===== config.mk =====
export PLATFORM = sky130hd
export DESIGN_NAME = hex_display_ctrl
export DESIGN_NICKNAME = d
export VERILOG_FILES = /design/src/rtl/hex_display_ctrl.sv
export SDC_FILE = /design/constraint.sdc
export NUM_CORES = 1
export LEC_CHECK = 0
export ABC_AREA = 1
export CAP_MARGIN = 25
export CELL_PAD_IN_SITES_DETAIL_PLACEMENT = 1
export CELL_PAD_IN_SITES_GLOBAL_PLACEMENT = 1
export CORE_ASPECT_RATIO = 1.2
export CORE_MARGIN = 3
export CORE_UTILIZATION = 31
export DETAILED_ROUTE_END_ITERATION = 7
export HOLD_SLACK_MARGIN = 0.12
export PLACE_DENSITY = 0.73
export SYNTH_ARGS = -nofsm -noshare
export SYNTH_HDL_FRONTEND = slang
export SYNTH_SLANG_ARGS = --single-unit

===== constraint.sdc =====
create_clock -name CLOCK_50 -period 2.1 [get_ports CLOCK_50]
set_clock_uncertainty 0.2 [all_clocks]
set_input_delay 0.42 -clock CLOCK_50 [delete_from_list [all_inputs] [get_ports CLOCK_50]]
set_output_delay 0.42 -clock CLOCK_50 [all_outputs]
set_load 0.005 [all_outputs]

===== src/rtl/hex_display_ctrl.sv =====
// hex_display_ctrl: round-robin arbitrated update controller for HEX0..HEX7.
// A granted 32-bit value is latched and written one digit per cycle, HEX0 first.
// Optional build macro HEX_LZ_BLANK_EN: blank leading-zero digits (HEX0 always shown).
module hex_display_ctrl #(
   parameter int NREQ           = 2,
   parameter bit SEG_ACTIVE_LOW = 1'b1
) (
   input  logic                 CLOCK_50,
   input  logic                 rst_n,
   input  logic [NREQ-1:0]      req_valid,
   input  logic [32*NREQ-1:0]   req_data,
   output logic [NREQ-1:0]      req_ready,
   output logic                 busy,
   output logic [2:0]           grant_id,
   output logic [6:0]           HEX0,
   output logic [6:0]           HEX1,
   output logic [6:0]           HEX2,
   output logic [6:0]           HEX3,
   output logic [6:0]           HEX4,
   output logic [6:0]           HEX5,
   output logic [6:0]           HEX6,
   output logic [6:0]           HEX7
);

   typedef enum logic {S_IDLE, S_UPDATE} state_t;

   // Decoder works in active-low; XOR with this mask flips polarity for the board.
   localparam logic [6:0] SEG_INV = SEG_ACTIVE_LOW ? 7'h00 : 7'h7F;
   localparam logic [6:0] BLANK   = 7'h7F ^ SEG_INV;

   state_t            r_state, w_state_nxt;
   logic [2:0]        r_rr;
   logic [2:0]        r_dcnt;
   logic [31:0]       r_shadow;
   logic [2:0]        r_grant_id;
   logic              r_busy;
   logic [7:0][6:0]   r_hex;

   logic              w_found;
   logic [2:0]        w_win;
   logic [NREQ-1:0]   w_grant_oh;
   logic [31:0]       w_sel_data;
   logic              w_hs;
   logic [3:0]        w_nib;
   logic              w_lz;
   logic [6:0]        w_seg;

   function automatic logic [6:0] f_decode(input logic [3:0] n);
      case (n)
         4'h0: f_decode = 7'h40;  4'h1: f_decode = 7'h79;
         4'h2: f_decode = 7'h24;  4'h3: f_decode = 7'h30;
         4'h4: f_decode = 7'h19;  4'h5: f_decode = 7'h12;
         4'h6: f_decode = 7'h02;  4'h7: f_decode = 7'h78;
         4'h8: f_decode = 7'h00;  4'h9: f_decode = 7'h10;
         4'hA: f_decode = 7'h08;  4'hB: f_decode = 7'h03;
         4'hC: f_decode = 7'h46;  4'hD: f_decode = 7'h21;
         4'hE: f_decode = 7'h06;  default: f_decode = 7'h0E;
      endcase
   endfunction

   // Round-robin search: first valid requester at or after r_rr, wrapping.
   always_comb begin
      w_found    = 1'b0;
      w_win      = 3'd0;
      w_grant_oh = '0;
      w_sel_data = 32'd0;
      for (int k = 0; k < NREQ; k++) begin
         for (int j = 0; j < NREQ; j++) begin
            if (!w_found && req_valid[j] && (j == (int'(r_rr) + k) % NREQ)) begin
               w_found       = 1'b1;
               w_win         = 3'(j);
               w_grant_oh[j] = 1'b1;
               w_sel_data    = req_data[32*j +: 32];
            end
         end
      end
   end

   assign req_ready = (r_state == S_IDLE) ? w_grant_oh : '0;
   assign w_hs      = |(req_valid & req_ready);

   // Next-state: one grant moves to UPDATE, the eighth digit returns to IDLE.
   always_comb begin
      w_state_nxt = r_state;
      case (r_state)
         S_IDLE:   if (w_hs) w_state_nxt = S_UPDATE;
         S_UPDATE: if (r_dcnt == 3'd7) w_state_nxt = S_IDLE;
         default:  w_state_nxt = S_IDLE;
      endcase
   end

   // Segment pattern for the digit currently being written.
   always_comb begin
      w_nib = r_shadow[{r_dcnt, 2'b00} +: 4];
`ifdef HEX_LZ_BLANK_EN
      w_lz  = (r_dcnt != 3'd0) && ((r_shadow >> {r_dcnt, 2'b00}) == 32'd0);
`else
      w_lz  = 1'b0;
`endif
      w_seg = w_lz ? BLANK : (f_decode(w_nib) ^ SEG_INV);
   end

   // State register.
   always_ff @(posedge CLOCK_50 or negedge rst_n) begin
      if (!rst_n) r_state <= S_IDLE;
      else        r_state <= w_state_nxt;
   end

   // Grant bookkeeping, digit counter and busy flag.
   always_ff @(posedge CLOCK_50 or negedge rst_n) begin
      if (!rst_n) begin
         r_rr       <= 3'd0;
         r_dcnt     <= 3'd0;
         r_shadow   <= 32'd0;
         r_grant_id <= 3'd0;
         r_busy     <= 1'b0;
      end else if (w_hs) begin
         r_shadow   <= w_sel_data;
         r_grant_id <= w_win;
         r_rr       <= 3'((int'(w_win) + 1) % NREQ);
         r_dcnt     <= 3'd0;
         r_busy     <= 1'b1;
      end else if (r_state == S_UPDATE) begin
         r_dcnt <= r_dcnt + 3'd1;
         if (r_dcnt == 3'd7) r_busy <= 1'b0;
      end
   end

   // Digit registers: one digit per UPDATE cycle, others hold.
   always_ff @(posedge CLOCK_50 or negedge rst_n) begin
      if (!rst_n)                    r_hex         <= {8{BLANK}};
      else if (r_state == S_UPDATE)  r_hex[r_dcnt] <= w_seg;
   end

   assign busy     = r_busy;
   assign grant_id = r_grant_id;
   assign HEX0     = r_hex[0];
   assign HEX1     = r_hex[1];
   assign HEX2     = r_hex[2];
   assign HEX3     = r_hex[3];
   assign HEX4     = r_hex[4];
   assign HEX5     = r_hex[5];
   assign HEX6     = r_hex[6];
   assign HEX7     = r_hex[7];

endmodule


==> impl_metrics.csv, run 1 <==
group,metric,value,unit
hold_path,min-delay-start,"HEX5[1]$_DFFE_PN1P_",
floorplan,rows,48,
power,p_leak,3.586,nW
finish,diodes,0,
drt,routed_wl,17110,um
clock_network,cts_buffers,9,
hold_path,min_path_type,"reg2reg",
clock_network,cts-root-buf,"clkbuf_16",
power,p_total,0.01656,W
timing,final-max-slew-violation-count,0,
worst_setup_path,cp_top_family,"simple AND/OR/NAND/NOR gates",
worst_setup_path,r2r_slack,-200,ps
global_routing,gr-usage-all-layers,18.18,%
drt,dr_total_vias,4860,
placed_design,post-place-ws,-345.7,ps
finish,drive_above_1_share,36.46,%
global_routing,grt_overflow,0,
synthesis,yosysSeqAreaShare,51.90,%
timing,hold_violations,0,
synthesis,avgSynthCellArea,7.808,um^2
worst_setup_path,r2r-end,"HEX4[3]$_DFFE_PN1P_",
synthesis,synth-simple-area-share,32.71,%
status,status,"finished, violations left",
finish,nets,880,
synthesis,synth-compound-area-share,6.686,%
drt,ant_nets,0,
worst_setup_path,critical_path_depth,13,
finish,layout_common_cells,"nand2_1 (206), clkdlybuf4s50_1 (123), dfstp_2 (56)",
finish,finish.instance_area,7913,um^2
status,violations,"setup timing",
drt,drtIter0Drc,243,
timing,max_freq,434.4,MHz
synthesis,ys_ff_latch,95,
finish,final_common_cell,"nand2_1",
timing,grt_setup_unrepaired,"yes",
floorplan,start_util,32.18,%
worst_setup_path,cpMostUsedCell,"nand3_2",
timing,worst_slack,-202.2,ps
worst_setup_path,path_cells,"buf_12, nor2_4, nand3_2, nand3_2, nor2_4, buf_12, ha_4, inv_2, nand2_2, nand3_2, buf_12, nand3_2, nand2_1",
synthesis,synth_flop_cell,"dfstp_2",
placed_design,dp_hpwl,11420,um
synthesis,synthMuxAreaShare,0,%
clock_network,cts.sinks,95,
placed_design,gp_congestion,0.8293,
worst_setup_path,slowest_stage,"dfrtp_2",
global_routing,grt_pass1_wl,25010,um
worst_setup_path,crit_path_end_kind,"flip-flop",
placed_design,numPlacedInstances,964,
synthesis,synth_cells,604,
drt,vias_per_cell,4.817,
timing,finalSetupViolations,56,
synthesis,synth_xor_area_share,0,%
worst_setup_path,cp-start-kind,"flip-flop",
clock_network,h-tree-depth,3,
timing,timing.final.crit_share,109.6,%
clock_network,clock_path_buffers,2,
synthesis,synth.largest_area_cell,"dfstp_2",
synthesis,synthDistinctLibCells,24,
floorplan,die_w,118.6,um
global_routing,antenna_found_initial,0,
synthesis,synth_top_cell_area_share,31.20,%
clock_network,clock_latency,350,ps
worst_setup_path,worstReg2RegStart,"r_dcnt[1]$_DFFE_PN0P_",
clock_network,tritoncts,"built",
drt,drc,0,
worst_setup_path,crit_path_max_fanout,8,
floorplan,die_h,141.1,um
hold_path,min_path_cells,2,
drt,dr.pass1.iters,5,
synthesis,synth_top_family_by_area,"simple AND/OR/NAND/NOR gates",
floorplan,die-area,16730,um^2
global_routing,grt_pass1_vias,5130,
worst_setup_path,path_class,"reg2reg",
synthesis,synth_area_leaders,"dfstp_2 (31%), dfrtp_1 (21%), nand2_1 (20%), nand3_1 (6.2%), a31oi_1 (4.2%)",
finish,layoutNonFillerInstCount,1009,
run,cap_violations,0,
hold_path,holdPathEnd,"HEX5[1]$_DFFE_PN1P_",
timing,fin_crit,2302,ps
placed_design,placed_cell_area,6570,um^2
placed_design,io_buffer_count,127,
power,power.density,2092,nW/um^2
synthesis,synthArstFlopShare,100.0,%
worst_setup_path,worstPathArrival,2370,ps
synthesis,syn_area,4716,um^2
synthesis,synth_edf_count,0,
drt,wire_per_inst,16.96,um
synthesis,yosysWarnings,0,
synthesis,synthAdderAreaFrac,2.123,%
floorplan,fp.coreArea,14650,um^2
power,peakVddDrop,0.9270,mV
finish,area_growth,67.79,%
worst_setup_path,reg2reg_depth,13,
global_routing,grt_max_degree,46,
worst_setup_path,cp_data_required_time,2170,ps
worst_setup_path,worst-path-buf-inv,4,
worst_setup_path,max_stage_delay,460,ps
clock_network,clkSlewWorstSetupHoldPaths,70,ps
floorplan,io_pins,130,
-- per-stage QoR --
step | util (%) | setup TNS (ps) | hold WS (ps)
floorplan | - | 0 | -75.59
global placement | 44.83 | -6850 | 259.3
detailed placement | 44.83 | -15700 | 260.9
CTS | 48.36 | -2229 | 272.3
global route | 54.00 | -11550 | 284.2
finish | 54.00 | -6614 | 268.2
-- registers in the layout, summed over array words and instances, names as in the netlist --
name / flops
r_dcnt: 3
busy: 1
HEX1: 7
r_rr: 1
HEX5: 7
HEX4: 7
HEX2: 7
grant_id: 1
HEX0: 7
HEX6: 7
r_shadow: 32
HEX3: 7
r_state: 1
HEX7: 7
-- tightest hold or removal path: stages (launching register included) --
cell and delay, ps:
dfstp_2 370, nand2_1 50, nand2_1 50
-- layer usage --
layer / track usage [%] / wire, um
met5: 0 / 0
met4: 5.125 / 402
met3: 3.331 / 728
met2: 34.82 / 9536
met1: 20.45 / 6446
-- kinds of logic (layout without fill, tap and decap cells) --
logic type / count (synthesis) / after routing
buf+inv: 73 / 277
fa+ha+maj: 8 / 8
flops: 95 / 95
simple gates: 375 / 375
other cells: 1 / 2
compound gates: 52 / 52
-- worst max path at each step --
| stage | from | end | slack [ps] |
|---|---|---|---|
| after floorplan | r_dcnt[0]$_DFFE_PN0P_ | HEX0[3]$_DFFE_PN1P_ | 3 |
| after global placement | req_valid[0] | req_ready[0] | -270 |
| after detailed placement | req_valid[0] | req_ready[0] | -350 |
| after CTS | r_dcnt[0]$_DFFE_PN0P_ | HEX0[0]$_DFFE_PN1P_ | -110 |
| after global routing | r_dcnt[0]$_DFFE_PN0P_ | HEX6[0]$_DFFE_PN1P_ | -290 |
| final | r_dcnt[1]$_DFFE_PN0P_ | HEX4[3]$_DFFE_PN1P_ | -200 |
-- area by class of cell --
class                      count  area [um^2]
inverter                      54        212.7
tap                          200        250.2
multi-input combinational    437         2660
clock buffer                  11        242.7
fill                        1747         6741
timing repair buffer         206         2008
timing repair inverter         1        6.256
sequential                    95         2452
clock inverter                 5        80.08
-- timing repair --
item                                   in CTS  in global routing
buffers inserted                           10                 16
setup endpoints to repair                  58                 58
cloned                                      0                  2
pin swaps                                  11                 58
gates resized for setup                    35                158
endpoints found under the hold margin      27                  0
hold buffers                                1                  0
-- synthesized netlist by cell type (2+ instances only) --
master,number
nand3_1,58
o21ai_0,7
buf_4,4
dfrtp_1,39
clkbuf_1,6
ha_1,8
inv_2,5
a31oi_1,32
nand2_2,6
dfstp_2,56
nand2_1,256
nor2_1,46
o21ai_1,8
inv_1,49
nor2_4,2
o211ai_1,2
buf_2,8
nor2_2,3
nand3_2,4
-- report_power, final --
part           internal, W  switching, W  total (W)
clock network      0.00108      0.000717    0.00180
logic              0.00472       0.00641     0.0111
registers          0.00300      0.000627    0.00363
total              0.00880       0.00775     0.0166
(Power assumes the default switching activity.)
==> run 2: changes to the inputs <==
--- a/config.mk
+++ b/config.mk
@@ -11,10 +11,12 @@
 export CELL_PAD_IN_SITES_GLOBAL_PLACEMENT = 1
 export CORE_ASPECT_RATIO = 1.2
 export CORE_MARGIN = 3
-export CORE_UTILIZATION = 31
+export CORE_UTILIZATION = 41
+export CTS_CLUSTER_DIAMETER = 150
 export DETAILED_ROUTE_END_ITERATION = 7
+export DONT_BUFFER_PORTS = 1
 export HOLD_SLACK_MARGIN = 0.12
-export PLACE_DENSITY = 0.73
+export PLACE_DENSITY = 0.72
 export SYNTH_ARGS = -nofsm -noshare
 export SYNTH_HDL_FRONTEND = slang
 export SYNTH_SLANG_ARGS = --single-unit
==> impl_metrics.csv, run 2 (synthesis gave the netlist of run 1 again) <==
group,metric,value,unit
power,p_sw_share,47.60,%
finish,regMostFlops,"r_shadow",
drt,routed_wl,14950,um
power,power.switching,0.005892,W
status,violations,"hold timing, setup timing",
clock_network,clock_path_buffers,2,
global_routing,antenna_found_initial,0,
drt,dr.pass1.iters,4,
floorplan,die_w,103.9,um
global_routing,grt_max_degree,96,
worst_setup_path,crit_path_end_kind,"flip-flop",
finish,largest_register_ffs,32,
worst_setup_path,worstReg2RegStart,"r_dcnt[0]$_DFFE_PN0P_",
finish,finish.instance_area,6305,um^2
floorplan,io_pins,130,
finish,diodes,0,
timing,final-max-slew-violation-count,0,
drt,vias_per_cell,5.105,
floorplan,fp.coreArea,11140,um^2
timing,worst_slack,-17.14,ps
worst_setup_path,r2r_slack,-20,ps
drt,drc,0,
timing,timing.final.crit_share,100.8,%
clock_network,cts-root-buf,"clkbuf_16",
clock_network,h-tree-depth,3,
clock_network,clkSlewWorstSetupHoldPaths,70,ps
timing,max_freq,472.3,MHz
clock_network,cts.sinks,95,
timing,fin_crit,2117,ps
finish,layout_common_cells,"nand2_1 (242), dlygate4sd3_1 (64), dfstp_2 (56)",
floorplan,die_h,123.5,um
global_routing,gr-usage-all-layers,23.58,%
finish,drive_above_1_share,23.97,%
worst_setup_path,crit_path_max_fanout,8,
global_routing,grt_pass1_wl,24110,um
power,p_clk_share,14.3,%
power,seq_power_share,30.0,%
floorplan,start_util,42.33,%
run,cap_violations,0,
worst_setup_path,r2r-end,"HEX7[0]$_DFFE_PN1P_",
floorplan,rows,42,
timing,finalSetupViolations,11,
clock_network,tritoncts,"built",
power,p_leak,2.981,nW
global_routing,grt_pass1_vias,4685,
timing,hold_violations,95,
power,power.density,1963,nW/um^2
worst_setup_path,cp_data_required_time,2190,ps
power,combPwrFrac,55.7,%
timing,tns,-72.23,ps
drt,wire_per_inst,17.40,um
placed_design,placed_cell_area,5084,um^2
placed_design,gp_congestion,0.8563,
power,p_int,0.006486,W
drt,dr_total_vias,4385,
finish,area_growth,33.70,%
finish,layoutNonFillerInstCount,859,
worst_setup_path,reg2reg_depth,12,
placed_design,io_buffer_count,0,
floorplan,die-area,12830,um^2
power,peakVddDrop,0.7439,mV
clock_network,cts_buffers,9,
timing,grt_setup_unrepaired,"yes",
worst_setup_path,path_class,"reg2reg",
drt,drtIter0Drc,178,
placed_design,dp_hpwl,9697,um
clock_network,clock_latency,350,ps
worst_setup_path,worstPathArrival,2210,ps
timing,holdWs,-427.9,ps
hold_path,min_path_type,"in2async",
status,status,"finished, violations left",
worst_setup_path,cp-start-kind,"flip-flop",
drt,ant_nets,0,
finish,final_common_cell,"nand2_1",
placed_design,numPlacedInstances,773,
clock_network,hold_buffers,64,
global_routing,grt_overflow,0,
finish,nets,776,
## run 2: cell count changes in the layout (fill, tap and decap cells not counted), moves of 8 or more
| cell | before | now |
|---|---|---|
| dlygate4sd3_1 | 1 | 64 |
| nand2_2 | 37 | 15 |
| clkdlybuf4s50_1 | 123 | 0 |
| buf_6 | 17 | 4 |
| nand3_1 | 18 | 53 |
| nand3_4 | 12 | 4 |
| buf_4 | 55 | 33 |
| nand2_1 | 206 | 242 |
| nand2_4 | 15 | 4 |
| nand3_2 | 32 | 5 |
## run 2: stage by stage
step	total power [W]	setup WS, ps	util [%]
after floorplan	0.007175	3.391	-
after global placement	0.009308	-146.5	45.63
after detailed placement	0.009503	-161.8	45.63
after CTS	0.01184	-14.48	55.12
after global routing	0.01333	-150.3	56.59
final	0.01238	-17.14	56.59
## run 2: power groups by stage
stage / Clock (W) / Combinational (W) / Sequential [W]
floorplan: 0 / 0.00371 / 0.00346
global placement: 0 / 0.00562 / 0.00369
detailed placement: 0 / 0.00577 / 0.00373
CTS: 0.00180 / 0.00632 / 0.00372
global route: 0.00188 / 0.00762 / 0.00383
finish: 0.00177 / 0.00689 / 0.00371
## run 2: area by class of cell
class	count	area [um^2]
inverters	54	205.2
repair buffers	103	958.4
clock buffers	10	250.2
fillers	1325	4836
flip-flops and latches	95	2451
multi-input cells	437	2173
clock inverters	6	73.82
well taps	154	192.7
## run 2: how the worst max path moves through the flow
stage	from	endpoint	cells past startpoint
2_1_floorplan	r_dcnt[0]$_DFFE_PN0P_	HEX0[3]$_DFFE_PN1P_	13
3_3_place_gp	r_dcnt[0]$_DFFE_PN0P_	HEX0[5]$_DFFE_PN1P_	10
3_5_place_dp	r_dcnt[2]$_DFFE_PN0P_	HEX0[3]$_DFFE_PN1P_	11
4_1_cts	r_dcnt[1]$_DFFE_PN0P_	HEX0[3]$_DFFE_PN1P_	12
5_1_grt	r_dcnt[0]$_DFFE_PN0P_	HEX3[0]$_DFFE_PN1P_	12
6_report	r_dcnt[0]$_DFFE_PN0P_	HEX7[0]$_DFFE_PN1P_	12
## run 2: per-layer routing
metal	global-route usage, %	vias to the layer above	wire length (um)
met2	44.59	117	8165
met4	6.983	0	312
met5	0	-	0
met1	26.88	2139	5809
li1	-	2100	-
met3	4.961	29	660
## run 2: repair_timing
item | 4_1_cts | 5_1_grt
endpoints found under the hold margin | 127 | 95
resized for setup | 19 | 34
setup buffers | 1 | 4
pin swaps | 5 | 12
endpoints found under the setup margin | 56 | 56
cloned | 1 | 0
## run 2: critical path, cell delays in order (launching register included)
cell and delay (ps):
dfrtp_2 450, buf_6 140, o211ai_1 160, nand2_1 110
nor2_4 180, buf_4 150, ha_4 140, inv_2 40
nand2_1 120, nand3_2 100, nand2_4 130, nand2_2 80
nand2_2 60
